**config.mk**
```make
export PLATFORM = sky130hd
export DESIGN_NAME = mdu
export DESIGN_NICKNAME = d
export VERILOG_FILES = /design/src/rtl/mdu.sv
export SDC_FILE = /design/constraint.sdc
export NUM_CORES = 1
export LEC_CHECK = 0
export BUFFER_PORTS_ARGS = -buffer_cell sky130_fd_sc_hd__buf_2
export CAP_MARGIN = 40
export CORE_UTILIZATION = 65
export DETAILED_ROUTE_END_ITERATION = 6
export GPL_TIMING_DRIVEN = 0
export PLACE_DENSITY_LB_ADDON = 0.25
export SYNTH_ARGS = -nofsm -noshare
export SYNTH_HDL_FRONTEND = slang
export SYNTH_SLANG_ARGS = --single-unit
```
**constraint.sdc**
```tcl
create_clock -name clk -period 12.6 [get_ports clk]
set_input_delay 2.52 -clock clk [delete_from_list [all_inputs] [get_ports clk]]
set_output_delay 2.52 -clock clk [all_outputs]
set_load 0.01 [all_outputs]
```
**src/rtl/mdu.sv**
```systemverilog
// ============================================================================
// Module : mdu
// Iterative radix-2 multiply/divide unit owning the MIPS HI/LO registers.
// Optional macro MDU_FAST_MUL_EN: single-cycle MULT/MULTU (IDLE -> FIX).
// Revision: 1.0 - initial release
// ============================================================================
`default_nettype none

module mdu #(
    parameter int WIDTH = 32
) (
    input  logic             clk,
    input  logic             rst,
    input  logic             start,
    input  logic [1:0]       op,
    input  logic [WIDTH-1:0] a,
    input  logic [WIDTH-1:0] b,
    input  logic             hi_we,
    input  logic             lo_we,
    input  logic [WIDTH-1:0] wdata,
    output logic             busy,
    output logic             done,
    output logic [WIDTH-1:0] hi,
    output logic [WIDTH-1:0] lo
);

    localparam int CW = $clog2(WIDTH) + 1;

    typedef enum logic [1:0] {
        IDLE = 2'd0,
        CALC = 2'd1,
        FIX  = 2'd2
    } state_t;

    state_t             state, state_nx;
    logic [2*WIDTH-1:0] acc;
    logic [WIDTH-1:0]   md;
    logic [CW-1:0]      cnt;
    logic               is_div, neg_res, neg_rem, div_zero;

    // op[0]=0 selects the signed variants (MULT, DIV)
    logic             a_neg, b_neg;
    logic [WIDTH-1:0] abs_a, abs_b;
    assign a_neg = ~op[0] & a[WIDTH-1];
    assign b_neg = ~op[0] & b[WIDTH-1];
    assign abs_a = a_neg ? -a : a;
    assign abs_b = b_neg ? -b : b;

`ifdef MDU_FAST_MUL_EN
    logic [2*WIDTH-1:0] fast_prod;
    assign fast_prod = {{WIDTH{1'b0}}, abs_a} * {{WIDTH{1'b0}}, abs_b};
`endif

    // Multiply: acc = {partial product, remaining multiplier bits}
    logic [WIDTH:0]     mul_sum;
    logic [2*WIDTH-1:0] mul_step;
    assign mul_sum  = acc[0] ? ({1'b0, acc[2*WIDTH-1:WIDTH]} + {1'b0, md})
                             : {1'b0, acc[2*WIDTH-1:WIDTH]};
    assign mul_step = {mul_sum, acc[WIDTH-1:1]};

    // Divide: acc = {partial remainder, dividend bits shifting into quotient}
    logic [WIDTH:0]     div_tmp, div_diff;
    logic               div_ge;
    logic [2*WIDTH-1:0] div_step;
    assign div_tmp  = {acc[2*WIDTH-1:WIDTH], acc[WIDTH-1]};
    assign div_diff = div_tmp - {1'b0, md};
    assign div_ge   = ~div_diff[WIDTH];
    assign div_step = {(div_ge ? div_diff[WIDTH-1:0] : div_tmp[WIDTH-1:0]),
                       acc[WIDTH-2:0], div_ge};

    logic [2*WIDTH-1:0] prod_fix;
    logic [WIDTH-1:0]   quo_fix, rem_fix;
    assign prod_fix = neg_res ? -acc : acc;
    assign quo_fix  = div_zero ? {WIDTH{1'b1}}
                    : (neg_res ? -acc[WIDTH-1:0] : acc[WIDTH-1:0]);
    assign rem_fix  = neg_rem ? -acc[2*WIDTH-1:WIDTH] : acc[2*WIDTH-1:WIDTH];

    always_ff @(posedge clk or posedge rst) begin
        if (rst) state <= IDLE;
        else     state <= state_nx;
    end

    always_comb begin
        state_nx = state;
        case (state)
            IDLE: if (start) begin
`ifdef MDU_FAST_MUL_EN
                state_nx = op[1] ? CALC : FIX;
`else
                state_nx = CALC;
`endif
            end
            CALC: if (cnt == CW'(WIDTH - 1)) state_nx = FIX;
            FIX:  state_nx = IDLE;
            default: state_nx = IDLE;
        endcase
    end

    assign busy = (state != IDLE);

    always_ff @(posedge clk or posedge rst) begin
        if (rst) begin
            acc      <= '0;
            md       <= '0;
            cnt      <= '0;
            is_div   <= 1'b0;
            neg_res  <= 1'b0;
            neg_rem  <= 1'b0;
            div_zero <= 1'b0;
            done     <= 1'b0;
            hi       <= '0;
            lo       <= '0;
        end else begin
            done <= (state == FIX);
            case (state)
                IDLE: begin
                    if (start) begin
                        is_div   <= op[1];
                        neg_res  <= a_neg ^ b_neg;
                        neg_rem  <= a_neg;
                        div_zero <= op[1] & (b == '0);
                        cnt      <= '0;
                        if (op[1]) begin
                            acc <= {{WIDTH{1'b0}}, abs_a};
                            md  <= abs_b;
                        end else begin
`ifdef MDU_FAST_MUL_EN
                            acc <= fast_prod;
`else
                            acc <= {{WIDTH{1'b0}}, abs_b};
`endif
                            md  <= abs_a;
                        end
                    end else begin
                        // MT writes only land when no operation is launched
                        if (hi_we) hi <= wdata;
                        if (lo_we) lo <= wdata;
                    end
                end
                CALC: begin
                    cnt <= cnt + 1'b1;
                    acc <= is_div ? div_step : mul_step;
                end
                FIX: begin
                    if (is_div) begin
                        hi <= rem_fix;
                        lo <= quo_fix;
                    end else begin
                        hi <= prod_fix[2*WIDTH-1:WIDTH];
                        lo <= prod_fix[WIDTH-1:0];
                    end
                end
                default: ;
            endcase
        end
    end

endmodule

`default_nettype wire

```
### Word level (Yosys, flattened, before mapping)

Cells that the tools add are included.

| storage, ports and cells | value |
|---|---|
| output and inout port bits | 66 |
| input port bits | 103 |
| bits in writable memories | 0 |
| memories kept | 0 |
| bits in latches | 0 |
| register bits | 173 |
| bits in read-only memories | 0 |
| word-level logic and storage cells | 69 |

| cells by class | value |
|---|---|
| multipliers | 0 |
| mux-type cells | 26 |
| magnitude comparators | 0 |
| divide/modulo/power cells | 0 |
| reduce and logical (&&, ||, !) cells | 10 |
| shifts and indexed selects | 0 |
| add/sub/neg operators | 8 |
| bitwise logic cells | 6 |
| equality and inequality tests | 8 |

Operators with widths:

| kind | count |
|---|---|
| 32-bit 2-to-1 mux | 14 |
| 64-bit 2-to-1 mux | 3 |
| 32-bit negation | 4 |
| 32-bit one-hot mux with 2 select lines | 2 |
| 64-bit one-hot mux with 2 select lines | 1 |
| 64-bit negation | 1 |
| 32-bit by 32-bit adder with 33-bit output | 1 |
| 33-bit 2-to-1 mux | 1 |
| 33-bit by 32-bit subtractor with 33-bit output | 1 |
| 32-bit logical NOT | 1 |
| 6-bit one-hot mux with 2 select lines | 1 |
| 2-bit != test (second input constant) | 5 |
| 6-bit by 1-bit adder with 6-bit output (second input constant) | 1 |
| 6-bit by 5-bit == test with 1-bit output (second input constant) | 1 |
| 6-bit 2-to-1 mux | 1 |
| 2-bit AND reduction | 3 |
| 3-bit AND reduction | 2 |
| 2-bit nonzero test | 3 |
| 2-bit 2-to-1 mux | 2 |
| 2-bit one-hot mux with 2 select lines | 1 |
| 1-bit bitwise AND | 3 |
| 2-bit by 1-bit == test with 1-bit output (second input constant) | 1 |
| 2-bit == test (second input constant) | 1 |
| 2-bit logical NOT | 1 |
| other kinds (2) | 3 |

### Depth between registers and ports, before layout

Gate-level depths: netlist (run 1).

| logic depth | value |
|---|---|
| depth after elaboration | 6 |
| mapped depth | 14 |
| depth with buffers taken out | 12 |

### Worst setup path before layout (run 1)

OpenSTA, ideal clock, no wires.

| timing | value |
|---|---|
| path kind | input port to flip-flop |
| from | input port a[5] |
| to | register acc[28] |
| path buffers | 0 |
| setup slack | 7.417 ns |
| stages | 9 |
| arrival time | 5.057 ns |
| library setup time | 0.126 ns |
| cells stage by stage | or4_4 nor4_4 nand2b_2 or4_4 or3_4 o41ai_4 xor2_1 mux2i_1 a221o_1 |

| between the ends | value |
|---|---|
| word-level cells in the longest chain between the ends | 5 |

Ends and longest elaborated chain:

| element | line | text |
|---|---|---|
| start, declared | 16 | `input logic [WIDTH-1:0] a,` |
| 32-bit negation | 46 | `assign abs_a = a_neg ? -a : a;` |
| 32-bit 2-to-1 mux | 46 |  |
| 32-bit 2-to-1 mux | 123 | `if (op[1]) begin` |
| 64-bit 2-to-1 mux | 117 | `if (start) begin` |
| 64-bit one-hot mux with 2 select lines | 115 | `case (state)` |
| end signal, assigned | 124 | `acc <= {{WIDTH{1'b0}}, abs_a};` |
| end signal, assigned | 130 | `acc <= {{WIDTH{1'b0}}, abs_b};` |
| end signal, assigned | 142 | `acc <= is_div ? div_step : mul_step;` |
| end, declared | 36 | `logic [2*WIDTH-1:0] acc;` |

Every way passes these cells. The select of a mux whose other input is x is not followed.
A chain may end at the register's enable or synchronous reset.

### Worst setup path in the final report (run 1)

| timing | value |
|---|---|
| from | register acc[32] |
| to | register acc[51] |

| between the ends | value |
|---|---|
| word-level cells in the longest chain between the ends | 4 |
| elaborated cells on any way between the ends | 6 |
| those cells by class | add/sub (2); mux (4) |

Ends and longest elaborated chain:

| element | line |
|---|---|
| 33-bit by 32-bit subtractor with 33-bit output / 32-bit by 32-bit adder with 33-bit output (equally long branches) | 66, 57 |
| 32-bit 2-to-1 mux / 33-bit 2-to-1 mux (equally long branches) | 68, 57 |
| 64-bit 2-to-1 mux * | 142 |
| 64-bit one-hot mux with 2 select lines * | 115 |

Every way passes the cells marked *; elsewhere a longest branch is shown, timed or not.

==> reports/metrics.cfg, run 1 <==
[routing]
via_per_inst=6.913
wl_um=56050
drt-wirelength-per-cell_um=23.51
drtIter0Drc=2100
met1Wirelength_um=21360
wl_met3_um=7703
routed-via-count=16481
drc_errors=0
top_layer=met4
dr.pass1.iters=6
met2WireLength_um=23340
ant_nets=0

[synth]
synth-edff-count=0
yosysUniqueCellTypes=70
ys.flop_type=dfrtp_1
ys_seq_area_frac=0.2866
synth_top_family_by_area=compound AO/OA/AOI/OAI gates
syn_area_per_cell_um2=7.968
syn_nets=2070
yosysWarnings=0
syn_inst=1896
synthAdderAreaFrac=0.05980
synth_xor_area_frac=0.1009
synth_area_um2=15110
synthMuxAreaShare=0.06419
yosys.area_share.simple=0.1709
synth-compound-area-share=0.2698
async_reset_ff_frac=1.000
ys_seq_elements=173

[die]
die_area_um2=23850
rows=55
dieWidth_um=154.5
ios=169
die_height_um=154.5
core_um2=22710
start_util=0.6652

[power_and_ir_drop]
intPower_uw=2219
p_per_area_nw_per_um2=277.9
switching_power_uw=2496
pwr-share-comb=0.656
pwr-share-seq=0.227
finalPower_uw=4714
leakage_uw=0.007047
pwr-share-clk=0.117
vdd_drop_max_uv=210.7
swShare=0.5294

[cells_and_area]
drive_gt1_frac=0.1120
area_growth_pct=12.30
final_cells=2384
final_cell_mix=nand2_1 (205), o21ai_0 (202), dfrtp_1 (173), buf_2 (172), a21oi_1 (158)
postLayoutCellArea_um2=16970
final.fill_count=1772
final_common_cell=nand2_1
nets=2259

[worst_setup_path]
cp.arrival_ns=5.65
setup.worst_path.class=register to register
crit_required_ns=12.97
reg2reg_depth=12
worstSetupEndpointType=register
worstSetupStartpointType=register
cp_max_fo=10

[clock_network]
cts_setup_buffers=0
clock_latency_ns=0.46
cts_hold_buf=0
cts_buffers=17
cts_tree=built
clock_path_buffers=2
cts_sinks=173
cts_resized=0
cts.clk_slew.worst_paths_ns=0.08
h-tree-depth=4
cts_root_buf=clkbuf_16

[outcome]
run_status=completed

[placement]
io_buffer_count=167
dp_cells=2351
dpl.hpwl_um=43770
gp_congestion=1.052
dpl-instance-area_um2=16350

[sta]
skew_ns=0.01491
tightest_slew_ns=0.9507
hold_violations=0
setup_viol=0
drv_slew=0
max_freq_ghz=0.1893
slew_headroom=0.3662
setup-tns-final_ns=0
rsz0062_at_grt=false
min_period_ns=5.282
fin_crit_sh=0.4192

[min_path]
holdPathStages=2
hp-class=register to register

[global_route]
grt_pass1_wl_um=86530
antenna_found_initial=2
first_global_vias=15347
grt_overflow_total=0
grt_max_degree=102
grt.total_usage=0.4730

[flow_run]
max_cap_violations=0

Yosys cell counts (16+ instances only):
cell type  count  area [µm²]
a31oi_1       19       118.9
o22ai_1       31       193.9
o221ai_1      24       210.2
mux2i_1       89       890.9
xor2_1        77       674.4
a21o_1        21       157.7
nand2b_1      24       150.1
a21oi_1      158       790.8
nor2b_1       27       168.9
o31ai_1       39       292.8
o211ai_1      27       202.7
xnor2_1       97       849.6
or4_1         16       120.1
dfrtp_1      173        4329
o21ai_0      202        1011
a211oi_1      41       307.8
nor2_1       110       412.9
or3_1         21       131.4
nand3_1       31       155.2
ha_1          69       863.3
nand2_1      205       769.5
nor3_1        36       180.2
clkbuf_1     106       397.9
inv_1         58       217.7
buf_1         20       75.07
power groups by stage:
stage | Combinational, µW | Clock, µW | Sequential (µW)
2_1_floorplan | 2170 | 0 | 953
3_3_place_gp | 2880 | 0 | 1040
3_5_place_dp | 2960 | 0 | 1050
4_1_cts | 2990 | 543 | 1050
5_1_grt | 3340 | 565 | 1080
6_report | 3090 | 552 | 1070
layout make-up:
class / instances / area (µm²) / area share
clock inverters: 15 / 183.9 / 0.01084
flip-flops and latches: 173 / 4329 / 0.2552
well taps: 285 / 356.6 / 0.02102
repair buffers: 170 / 882.1 / 0.05200
clock buffers: 17 / 425.4 / 0.02508
plain buffers: 131 / 498.0 / 0.02935
multi-input cells: 1532 / 10050 / 0.5927
inverters: 60 / 232.7 / 0.01372
diodes: 1 / 2.502 / 0.0001475
stage by stage:
stage	hold slack, ns	util	worst slack, ns
2_1_floorplan	0.4386	-	5.392
4_1_cts	0.4777	0.7469	7.408
3_3_place_gp	0.4564	0.7177	3.532
6_report	0.4805	0.7471	7.318
5_1_grt	0.4804	0.7469	7.205
3_5_place_dp	0.4677	0.7201	6.949
registers in the layout (all words and copies together) (netlist names):
signal and cells:
md 32, state 2, neg_rem 1, neg_res 1, lo 32, is_div 1, acc 64, done 1
cnt 6, hi 32, div_zero 1
critical path, cell delays in order (launching register included):
cell	delay (ns)
dfrtp_1	0.55
inv_1	0.25
fa_1	0.48
nand2b_1	0.21
a21oi_1	0.45
o21ai_0	0.39
a21oi_1	0.50
a31oi_1	0.26
xnor2_1	0.56
clkbuf_1	0.63
clkbuf_1	0.54
a211oi_1	0.15
a211oi_1	0.21
path summary, 6_finish.rpt:
path / startpoint / to / slack [ns]
max: acc[32] / acc[51] / 7.32
min: lo[9] / lo[9] / 0.48
max reg2reg: acc[32] / acc[51] / 7.32
min reg2reg: lo[9] / lo[9] / 0.48
max in group asynchronous: rst / acc[11] / 9.58
min in group asynchronous: rst / hi[2] / 2.09
cell families after synthesis:
| group | Yosys count |
|---|---|
| compound gates | 654 |
| simple gates | 537 |
| buf+inv | 191 |
| xor+xnor | 174 |
| flops | 173 |
| mux | 96 |
| fa+ha+maj | 71 |
metal layers:
metal | vias up | global-route usage
met2 | 1275 | 0.7022
li1 | 7313 | -
met5 | - | 0
met1 | 7650 | 0.6259
met3 | 243 | 0.1252
met4 | 0 | 0.2654
(Power assumes the default switching activity.)
==> run 2: changes to the inputs <==
Settings changed: CORE_UTILIZATION 65 to 55.
Clock period 12.6 ns to 4.2 ns, I/O delays scaled along.
==> reports/metrics.cfg, run 2 (synthesis gave the netlist of run 1 again) <==
[sta]
min_period_ns=4.004  ; -1.278 ns
fin_crit_sh=0.9533  ; +0.5341
setup-tns-final_ns=0  ; unchanged
hold_violations=0  ; unchanged
slew_headroom=0.3743  ; +0.008103
drv_slew=0  ; unchanged
setup_viol=0  ; unchanged
max_freq_ghz=0.2498  ; +32%
skew_ns=0.02149  ; +0.006587 ns
tightest_slew_ns=0.9385  ; -0.01215 ns

[cells_and_area]
diodes=0  ; -1
area_growth_pct=13.72
drive_gt1_frac=0.1192  ; +0.007172
multi_input_comb_area_um2=10070  ; +0.20%
regMostFlops=acc
nets=2267  ; +0.35%
postLayoutCellArea_um2=17180  ; +1.3%
largest_register_ffs=64  ; unchanged
final_cells=2447  ; +2.6%
final_common_cell=nand2_1
seqCellArea_um2=4330  ; about the same
final.fill_count=2439  ; +38%
final_cell_mix=nand2_1 (205), o21ai_0 (200), buf_2 (173), dfrtp_1 (172), a21oi_1 (156)

[worst_setup_path]
max_stage_delay_ns=0.39  ; -0.24 ns
critPathBufInv=3  ; unchanged
worstSetupStartpointType=register
crit_slowest_cell=dfrtp_1
crit_required_ns=4.49  ; -8.48 ns
cp.arrival_ns=4.29  ; -1.36 ns
cp_max_fo=10  ; unchanged
crit_chain=inv_1 > ha_1 > fa_1 > nand2b_1 > a21oi_2 > o21ai_1 > a21oi_2 > a31oi_1 > xnor2_2 > clkbuf_4 > buf_2 > nand2_1 > o21ai_0 > o21ai_0
worstSetupEndpointType=register
worst_path_dominant_cell_family=compound AO/OA/AOI/OAI gates
setup.worst_path.class=register to register

[global_route]
grt_pass1_wl_um=86150  ; -0.45%
grt_max_degree=39  ; -62%
first_global_vias=14811  ; -3.5%
grt_overflow_total=0  ; unchanged
antenna_found_initial=0  ; -2
grt.total_usage=0.4005  ; -0.07250

[clock_network]
cts.clk_slew.worst_paths_ns=0.08  ; about the same
clock_path_buffers=2  ; unchanged
h-tree-depth=4  ; unchanged
clock_latency_ns=0.44  ; -0.02 ns
cts_tree=built
cts_buffers=17  ; unchanged
cts_root_buf=clkbuf_16
cts_hold_buf=0  ; unchanged
cts_sinks=173  ; unchanged

[routing]
drt-wirelength-per-cell_um=23.14  ; -1.6%
ant_nets=0  ; unchanged
dr.pass1.iters=7  ; +1
wl_um=56620  ; +1.0%
drc_errors=0  ; unchanged
via_per_inst=6.573  ; -4.9%
drtIter0Drc=1958  ; -6.8%
routed-via-count=16085  ; -2.4%

[die]
die_height_um=167.7  ; +8.6%
ios=169  ; unchanged
start_util=0.5605  ; -0.1047
dieWidth_um=167.7  ; +8.6%
die_area_um2=28130  ; +18%
rows=60  ; +9.1%
core_um2=26950  ; +19%

[placement]
dpl-instance-area_um2=16510  ; +0.96%
dpl.hpwl_um=45300  ; +3.5%
gp_congestion=1.033  ; -1.7%
io_buffer_count=167  ; unchanged
dp_cells=2413  ; +2.6%

[power_and_ir_drop]
leakage_uw=0.007121  ; +1.1%
vdd_drop_max_uv=475.8  ; +130%
p_per_area_nw_per_um2=827.8  ; +200%

[flow_run]
max_cap_violations=0  ; unchanged

[outcome]
run_status=completed

[min_path]
hp-class=primary input to asynchronous set/reset pin

## run 2: cell count changes in the layout (fill, tap and decap cells not counted), sizes merged
cell           delta
clkinv            -2
clkbuf            -1
clkinvlp          +2
clkdlybuf4s15     -1
clkdlybuf4s18     +1
bufinv            +3
buf               +9
diode             -1
inv               -3
## run 2: power breakdown
part / switching [µW] / internal, µW
clock network: 770 / 961
registers: 929 / 2280
logic: 5640 / 3640
## run 2: path summary, 6_finish.rpt
check,from,end,slack [ns],cells after the start
worst max-delay path,acc[31],acc[32],0.20,14
worst min-delay path,rst,lo[3],0.44,3
worst max register to register,acc[31],acc[32],0.20,14
worst min register to register,lo[15],lo[15],0.48,2
max in group asynchronous,rst,acc[23],2.79,6
min in group clk,lo[15],lo[15],0.48,2
## run 2: timing repair
action	CTS	global route
pin swaps	0	2
resized for setup	6	7
endpoints found under the setup margin	32	28
setup buffers	0	2
## run 2: worst reg2reg max path, stage by stage, from the launching register on
cell and delay [ns]:
dfrtp_1 0.39, inv_1 0.12, ha_1 0.25, fa_1 0.38, nand2b_1 0.20, a21oi_2 0.28, o21ai_1 0.27, a21oi_2 0.35
a31oi_1 0.26, xnor2_2 0.40, clkbuf_4 0.33, buf_2 0.33, nand2_1 0.11, o21ai_0 0.11, o21ai_0 0.10
## run 2: through the flow
| step | hold WS [ns] | total power (µW) | worst slack, ns | utilization |
|---|---|---|---|---|
| 6_report | 0.4446 | 14220 | 0.1962 | 0.6374 |
| 5_1_grt | 0.4596 | 15140 | -0.003620 | 0.6374 |
| 3_3_place_gp | 0.4607 | 11870 | -0.7391 | 0.6075 |
| 3_5_place_dp | 0.4651 | 12030 | -0.7505 | 0.6126 |
| 4_1_cts | 0.4424 | 13810 | 0.02562 | 0.6364 |
| 2_1_floorplan | 0.4386 | 9358 | 0.6966 | - |
## run 2: final cells by class
cell class,count,share of cell area
Buffer,131,0.02935
Clock buffer,17,0.02476
Tap cell,341,0.02484
Inverter,60,0.01333
Timing Repair Buffer,178,0.05747
Clock inverter,15,0.01173
Multi-Input combinational cell,1532,0.5865
Sequential cell,173,0.2521
## run 2: layer usage
metal / vias to the layer above / GRT usage / part of all wire
met5: - / 0 / 0
met4: 0 / 0.1600 / 0.041
met3: 128 / 0.09194 / 0.11
met2: 964 / 0.6161 / 0.44
met1: 7652 / 0.5437 / 0.41
li1: 7341 / - / -
